File: src/rtl/i2s_rx_frame_packer.sv
// ---------------------------------------------------------------------------
// i2s_rx_frame_packer
//
// Pairs left/right 16-bit samples from an I2S slave receiver into 32-bit
// frames {left, right} and queues them in a first-word-fall-through FIFO.
//
// Ports
//   i2s_clk_int    : I2S bit clock, all logic on its rising edge
//   rst            : asynchronous, active-high reset
//   enable_i       : block enable; low flushes the pairing FSM and the FIFO
//   data_left_i    : left sample, qualified by push_left_i
//   data_right_i   : right sample, qualified by push_right_i
//   push_left_i    : one-cycle strobe, data_left_i valid
//   push_right_i   : one-cycle strobe, data_right_i valid
//   out_ready_i    : downstream accept
//   err_clr_i      : clears the sticky error flags (a same-cycle set wins)
//   out_data_o     : head frame {left[15:0], right[15:0]}, 0 when empty
//   out_valid_o    : FIFO not empty
//   level_o        : FIFO occupancy, 0..DEPTH
//   overflow_o     : sticky, a completed frame was dropped on a full FIFO
//   ch_err_o       : sticky, left/right strobe ordering violation
//   fsm_state_o    : pairing FSM state (0 = WAIT_L, 1 = WAIT_R)
//
// Output handshake (valid/ready): a frame transfers on every rising edge
// where out_valid_o && out_ready_i are both high. out_valid_o and out_data_o
// come from registers only and never depend on out_ready_i; while
// out_valid_o is high and out_ready_i is low the head frame is held stable.
//
// DEPTH must be a power of two in 2..16 so the pointers wrap naturally.
// ---------------------------------------------------------------------------
module i2s_rx_frame_packer #(
   parameter int DEPTH = 8
) (
   input  logic                     i2s_clk_int,
   input  logic                     rst,
   input  logic                     enable_i,
   input  logic [15:0]              data_left_i,
   input  logic [15:0]              data_right_i,
   input  logic                     push_left_i,
   input  logic                     push_right_i,
   input  logic                     out_ready_i,
   input  logic                     err_clr_i,
   output logic [31:0]              out_data_o,
   output logic                     out_valid_o,
   output logic [$clog2(DEPTH):0]   level_o,
   output logic                     overflow_o,
   output logic                     ch_err_o,
   output logic                     fsm_state_o
);

   localparam int AW = $clog2(DEPTH);
   localparam logic [AW-1:0] PTR_ONE  = AW'(1);
   localparam logic [AW:0]   LVL_ONE  = (AW+1)'(1);
   localparam logic [AW:0]   LVL_FULL = (AW+1)'(DEPTH);

   typedef enum logic {
      WAIT_L = 1'b0,
      WAIT_R = 1'b1
   } state_t;

   // ------------------------------------------------------------------------
   // State
   // ------------------------------------------------------------------------
   state_t        state_q;
   logic [15:0]   left_q;
   logic [31:0]   mem_q [DEPTH];
   logic [AW-1:0] wr_ptr_q, wr_ptr_d;
   logic [AW-1:0] rd_ptr_q, rd_ptr_d;
   logic [AW:0]   level_q, level_d;
   logic          overflow_q, overflow_d;
   logic          ch_err_q, ch_err_d;

   // ------------------------------------------------------------------------
   // Strobe decode. Strobes are ignored entirely while disabled, and a
   // simultaneous left+right pair is treated as an error, not as either one.
   // ------------------------------------------------------------------------
   logic strobe_l;
   logic strobe_r;
   logic strobe_both;

   assign strobe_both = enable_i & push_left_i & push_right_i;
   assign strobe_l    = enable_i & push_left_i & ~push_right_i;
   assign strobe_r    = enable_i & push_right_i & ~push_left_i;

   logic wr_req;
   logic ch_err_evt;

   assign wr_req     = strobe_r & (state_q == WAIT_R);
   assign ch_err_evt = strobe_both
                     | (strobe_l & (state_q == WAIT_R))
                     | (strobe_r & (state_q == WAIT_L));

   // ------------------------------------------------------------------------
   // FIFO control. A pop in the same cycle frees the slot a full-FIFO write
   // needs, so that write is accepted and no overflow is flagged.
   // ------------------------------------------------------------------------
   logic        fifo_full;
   logic        fifo_empty;
   logic        pop;
   logic        wr_accept;
   logic        ovf_evt;
   logic [31:0] wr_frame;

   assign fifo_full  = (level_q == LVL_FULL);
   assign fifo_empty = (level_q == '0);
   assign pop        = ~fifo_empty & out_ready_i;
   assign wr_accept  = wr_req & (~fifo_full | pop);
   assign ovf_evt    = wr_req & fifo_full & ~pop;
   assign wr_frame   = {left_q, data_right_i};

   always_comb begin
      wr_ptr_d = wr_ptr_q;
      rd_ptr_d = rd_ptr_q;
      level_d  = level_q;
      if (!enable_i) begin
         wr_ptr_d = '0;
         rd_ptr_d = '0;
         level_d  = '0;
      end else begin
         if (wr_accept) begin
            wr_ptr_d = wr_ptr_q + PTR_ONE;
         end
         if (pop) begin
            rd_ptr_d = rd_ptr_q + PTR_ONE;
         end
         case ({wr_accept, pop})
            2'b10:   level_d = level_q + LVL_ONE;
            2'b01:   level_d = level_q - LVL_ONE;
            default: level_d = level_q;
         endcase
      end
   end

   // Sticky flags: a set event in the clearing cycle wins. Flushing via
   // enable_i does not touch them.
   always_comb begin
      overflow_d = ovf_evt    | (overflow_q & ~err_clr_i);
      ch_err_d   = ch_err_evt | (ch_err_q   & ~err_clr_i);
   end

   // ------------------------------------------------------------------------
   // Pairing FSM
   // ------------------------------------------------------------------------
   always_ff @(posedge i2s_clk_int or posedge rst) begin
      if (rst) begin
         state_q <= WAIT_L;
         left_q  <= '0;
      end else if (!enable_i) begin
         state_q <= WAIT_L;
         left_q  <= '0;
      end else begin
         case (state_q)
            WAIT_L: begin
               if (strobe_l) begin
                  left_q  <= data_left_i;
                  state_q <= WAIT_R;
               end
            end
            WAIT_R: begin
               if (strobe_l) begin
                  // Repeated left: the newer sample replaces the held one.
                  left_q <= data_left_i;
               end else if (strobe_r) begin
                  state_q <= WAIT_L;
               end
            end
         endcase
      end
   end

   // ------------------------------------------------------------------------
   // FIFO pointers, level and flags
   // ------------------------------------------------------------------------
   always_ff @(posedge i2s_clk_int or posedge rst) begin
      if (rst) begin
         wr_ptr_q   <= '0;
         rd_ptr_q   <= '0;
         level_q    <= '0;
         overflow_q <= 1'b0;
         ch_err_q   <= 1'b0;
      end else begin
         wr_ptr_q   <= wr_ptr_d;
         rd_ptr_q   <= rd_ptr_d;
         level_q    <= level_d;
         overflow_q <= overflow_d;
         ch_err_q   <= ch_err_d;
      end
   end

   // Storage needs no reset: an entry is only visible once level covers it.
   always_ff @(posedge i2s_clk_int) begin
      if (wr_accept) begin
         mem_q[wr_ptr_q] <= wr_frame;
      end
   end

   // ------------------------------------------------------------------------
   // Outputs
   // ------------------------------------------------------------------------
   assign out_valid_o = ~fifo_empty;
   assign out_data_o  = fifo_empty ? 32'h0 : mem_q[rd_ptr_q];
   assign level_o     = level_q;
   assign overflow_o  = overflow_q;
   assign ch_err_o    = ch_err_q;
   assign fsm_state_o = (state_q == WAIT_R);

endmodule
File: config.mk
export PLATFORM = sky130hd
export DESIGN_NAME = i2s_rx_frame_packer
export DESIGN_NICKNAME = d
export VERILOG_FILES = /design/src/rtl/i2s_rx_frame_packer.sv
export SDC_FILE = /design/constraint.sdc
export NUM_CORES = 1
export LEC_CHECK = 0
export ABC_CLOCK_PERIOD_IN_PS = 4200
export CORE_UTILIZATION = 40
export DETAILED_ROUTE_END_ITERATION = 6
export DONT_BUFFER_PORTS = 1
export SETUP_SLACK_MARGIN = 0.3
export SLEW_MARGIN = 20
export SYNTH_ARGS = -nofsm -noshare
export SYNTH_HDL_FRONTEND = slang
export SYNTH_SLANG_ARGS = --single-unit
File: constraint.sdc
create_clock -name i2s_clk_int -period 4.2 [get_ports i2s_clk_int]
set_input_delay 1.26 -clock i2s_clk_int [delete_from_list [all_inputs] [get_ports i2s_clk_int]]
set_output_delay 1.26 -clock i2s_clk_int [all_outputs]
set_load 0.01 [all_outputs]
# After elaboration in Yosys (flattened, before gate mapping)

Memories as Yosys holds them, arrays and structs flattened.
Cells that the tools add are included.

Output and inout bits: 40
Input bits: 39
Memory bits (writable): 256
Logic and storage cells: 62
Memories kept: 1
Bits in registers: 29

Eq/ne operators: 7
Add/subtract/negate cells: 4
Muxes and demuxes: 16
Reduce and logical (&&, ||, !) cells: 1
Bitwise gates (word level): 26

Memory list:

| memory | depth | width | rd ports | clocked after Yosys merged registers in | write ports | line | text |
|---|---|---|---|---|---|---|---|
| mem_q  | 8     | 32    | 1        | 0                                       | 1           | 66   | `logic [31:0] mem_q [DEPTH];` |

Operators with widths:

| operator            | number |
|---|---|
| $mux 16             | 2 |
| $mux 32             | 1 |
| $and 1x1->1         | 14 |
| $mux 3              | 4 |
| $pmux 4 s2          | 1 |
| $not 1->1           | 7 |
| $add 3x1->3 const B | 2 |
| $mux 1              | 6 |
| $ne 2x1->1 const B  | 3 |
| $or 1x1->1          | 5 |
| $add 4x1->4 const B | 1 |
| $eq 4x4->1 const B  | 1 |
| $logic_not 4->1     | 1 |
| $mux 4              | 1 |
| $sub 4x1->4 const B | 1 |
| $ne 3x1->1 const B  | 1 |
| $eq 2x1->1 const B  | 1 |
| $eq 2x2->1 const B  | 1 |
| $pmux 1 s2          | 1 |

# Longest topological paths before layout

Depth after elaboration: 8
Gate-level depth with buffers: 10
Mapped depth without buffers: 8

# Worst setup path after synthesis

OpenSTA, ideal clock, no wires.

Path kind: in2reg
Start: input push_left_i
End: memory mem_q[0][0], enable pin
Stages on the path: 4
Setup time: 0.501 ns
Setup slack: -1.117 ns
Required time: 3.699 ns
Buffers on the path: 1
Arrival: 4.816 ns
Cell sequence: nand4b_4 -> a21o_1 -> buf_6 -> nor4_1

Cells in the longest elaborated chain, start to end: 6

Ends and longest elaborated chain:

| element                      | line | text |
|---|---|---|
| from (decl)                  | 39   | `input logic push_left_i,` |
| $not 1->1                    | 83   | `assign strobe_r = enable_i & push_right_i & ~push_left_i;` |
| $and 1x1->1                  | 83   |  |
| $and 1x1->1                  | 88   | `assign wr_req = strobe_r & (state_q == WAIT_R);` |
| $and 1x1->1                  | 107  | `assign wr_accept = wr_req & (~fifo_full \| pop);` |
| $mux 1                       | 192  | `if (wr_accept) begin` |
| $mux 1 (not written as such) | 193  | `mem_q[wr_ptr_q] <= wr_frame;` |
| to (decl)                    | 66   |  |

No other way between the ends.

# Worst setup path after layout

Start: register rd_ptr_q[0]
End: output out_data_o[16]

Cells in the longest elaborated chain, start to end: 2

Ends and longest elaborated chain:

| element                | line | text |
|---|---|---|
| from (decl)            | 68   | `logic [AW-1:0] rd_ptr_q, rd_ptr_d;` |
| from (signal assigned) | 183  | `rd_ptr_q <= rd_ptr_d;` |
| $mem_v2 8x32           | n/a  |  |
| $mux 32                | 201  | `assign out_data_o = fifo_empty ? 32'h0 : mem_q[rd_ptr_q];` |
| to (decl)              | 43   | `output logic [31:0] out_data_o,` |

No other way between the ends.

==> impl_results.md <==
* H-tree depth at 1
* Area leader, netlist: edfxtp_1
* Vias in the first global route at approximately 5,600
* IO Count at 79
* Setup TNS at 0 ps
* Top post-synthesis cells by area: edfxtp_1, mux4_2, dfrtp_1, mux2i_1, nand2_1
* Reg-to-reg setup timing slack at ~1800 ps
* Row cnt at 60
* Path type of the worst setup path: reg -> out
* R2R Path End: mem_q[1][31]$_DFFE_PP_
* Syn avg cell area at 19.7 sq um
* Fmax achieved at around 280 MHz
* Worst r2r path cells at 5
* Hold Path Class: reg -> reg
* EDFF count, synth at between 200 and 300
* Max_slew headroom at 0.529
* Register area share after synthesis at 0.756
* Port Buffer Count at 0
* Fin crit share at 0.859
* WL final at around 22,000 um
* CP Data Required Time at 2940 ps
* Die Wd at 169 um
* Yosys warnings at 0
* Post-DP HPWL at 12,300 um
* Tmin final at ~3600 ps
* Per-cell routed wire length at 22.9 um
* Initial Utilization at 0.411
* Leak pwr at 4.09 nW
* Distinct cells, synth at 36
* Share of layout cells above drive strength 1 at 0.229
* Max Cap Violations at 0
* Area growth from synthesis to layout at 13.3%
* Final Setup Violations at 0
* RSZ-0062 raised after global routing: false
* GR Util All Layers at 0.163
* Post-DP Area at approximately 0.012 sq mm
* Skew-Pair Late Insertion Delay at approximately 530 ps
* CTS tree: yes
* Vias/cell at between 5 and 6
* Hold WS at approximately 600 ps
* Post-route ant nets at 0
* Iteration-0 DRC Markers at around 360
* Largest net degree at the start of global routing at 48
* Post-Layout Inst Area at around 0.013 sq mm
* Worst R2R Start: level_o[1]$_DFFE_PP0P_
* Critical Path End Type: output pin
* Die ar. at ~0.029 sq mm
* Status: completed
* Setup Skew at 10.9 ps
* Clock buffer count from CTS at 28
* Global-route wire length before repair at ~34,000 um
* Clock sinks at between 200 and 300
* # DRC at 0
* Max-slew violations at 0
* Final nets at between 600 and 700
* Clk root buf: clkbuf_16
* Final hold violation count at 0
* Post-Syn Nets at 609
* Die Span Y at ~170 um
* CP arrival at 2350 ps
* Antenna violations before repair at 0
* Placed Instances at 926
* Largest fanout on the critical path at 17
* DR pass1 iterations at 4
* CTS clock-pin slew for the worst setup and hold paths at about 70 ps
* Endpoint, Worst Hold: overflow_o$_DFF_PP0_
* Hold path depth at 2
* Peak supply drop at 0.000324 V
* Most used DFF post-synth: edfxtp_1
* Worst-Margin Slew at between 700 and 800 ps
* Worst hold start: overflow_o$_DFF_PP0_
* Clock Path Buffers at 3
* Core area at approximately 0.027 sq mm
* Finished Layout Cells at around 980
* Grt ovf at 0
* Util after Layout at 0.466
* Synthesized flop and latch total at 285
* Syn Inst Count at 566
* GPL Wtd Cong at ~0.71
* Routed via count at between 5,000 and 6,000
* Mapped Area at 0.0111 sq mm
* Startpoint class of the critical path: flip-flop
* Power per Cell Area at between 500 and 600 mW/mm^2
* Top cell type's share of synthesized area at 0.690
* Asr flop ratio synth at 0.102
* Hold Buf Count CTS at 0
* # diodes at 0
## cell usage after synthesis, drive strengths merged (3+ instances only)
cell and instances:
edfxtp 256, mux4 64, nand2 45, nor2 40
mux2i 35, dfrtp 29, buf 16, nand3 16
clkbuf 14, inv 7, a21oi 5, ha 4
nand2b 4, nor3 4, nor4 3, xnor2 3
## per-layer routing
metal	part of all wire	vias to the layer above	routed length, um	GRT usage
li1	-	2280	-	-
met1	0.43	2771	9540	0.219
met2	0.49	134	10800	0.266
met3	0.068	34	1530	0.0430
met4	0.019	0	429	0.0387
met5	0	-	0	0
## timing repair
item                                    CTS  global route
endpoints found under the setup margin    2             0
buffers inserted                          1             0
resized for setup                         0             0
## worst max path at each step
stage,from,to,slack (ps),cells past startpoint
floorplan,push_left_i,mem_q[4][0]$_DFFE_PP_,-250,4
global placement,rd_ptr_q[0]$_DFFE_PP0P_,out_data_o[16],830,4
detailed placement,rd_ptr_q[0]$_DFFE_PP0P_,out_data_o[16],800,4
CTS,rd_ptr_q[0]$_DFFE_PP0P_,out_data_o[16],500,4
global route,rd_ptr_q[0]$_DFFE_PP0P_,out_data_o[16],410,4
finish,rd_ptr_q[0]$_DFFE_PP0P_,out_data_o[16],590,4
## metrics by stage
| step | setup WS (ps) | total power (W) |
|---|---|---|
| 5_1_grt | 406 | 0.00714 |
| 4_1_cts | 496 | 0.00696 |
| 6_report | 593 | 0.00686 |
| 3_3_place_gp | 830 | 0.00444 |
| 2_1_floorplan | -249 | 0.00420 |
| 3_5_place_dp | 800 | 0.00447 |
## worst max-delay path: stages, from the launching register on
cell and delay (ps):
dfrtp_4 680, buf_4 310, mux4_2 520, mux2i_1 200, nor2_1 110
## cells by family (layout without fill, tap and decap cells)
family | count (synthesis) | after routing | synth area share
AOI/OAI and AO/OA | 18 | 18 | 0.0116
buffers and inverters | 38 | 75 | 0.0160
muxes | 100 | 100 | 0.162
adders and majority gates | 4 | 4 | 0.00450
xor gates and xnor gates | 5 | 5 | 0.00393
DFF | 285 | 285 | 0.756
and+or+nand+nor | 116 | 116 | 0.0462
## where the power goes
part | internal [W] | switching (W) | total [W]
sequential | 0.00313 | 0.000118 | 0.00324
combinational | 0.000541 | 0.000612 | 0.00115
clock | 0.00147 | 0.000995 | 0.00246
total | 0.00514 | 0.00173 | 0.00686
## placed cells by master, fill, tap and decap left out, drive strengths merged
cell type / synthesis / layout
o21bai: 1 / 1
ha: 4 / 4
o41a: 1 / 1
o2111ai: 1 / 1
clkinvlp: 0 / 1
clkbuf: 14 / 35
clkinv: 1 / 9
xnor2: 3 / 3
o22ai: 2 / 2
xor2: 2 / 2
nor3: 4 / 4
o31a: 1 / 1
dfrtp: 29 / 29
nand2b: 4 / 4
inv: 7 / 8
a21o: 1 / 1
edfxtp: 256 / 256
mux2i: 35 / 35
mux4: 64 / 64
mux2: 1 / 1
a21oi: 5 / 5
buf: 16 / 19
or3: 1 / 1
nor4: 3 / 3
o211a: 1 / 1
nor2: 40 / 40
nand2: 45 / 45
nand4b: 2 / 2
nand3: 16 / 16
o21ai: 2 / 2
or2: 1 / 1
bufinv: 0 / 3
a31oi: 2 / 2
o31ai: 1 / 1
## area by class of cell
class / count / area [sq um]
clock inverters: 13 / 140
flip-flops and latches: 285 / 8420
multi-input cells: 243 / 2620
well taps: 372 / 465
repair buffers: 19 / 180
clock buffers: 35 / 768
fillers: 2247 / 14500
inverters: 8 / 30.0
## sequential cells by signal, summed over array words and instances, names as in the netlist
name / count
ch_err_o: 1
overflow_o: 1
mem_q: 256
wr_ptr_q: 3
rd_ptr_q: 3
left_q: 16
level_o: 4
fsm_state_o: 1
Note: power is estimated with default switching activity, not from simulation.
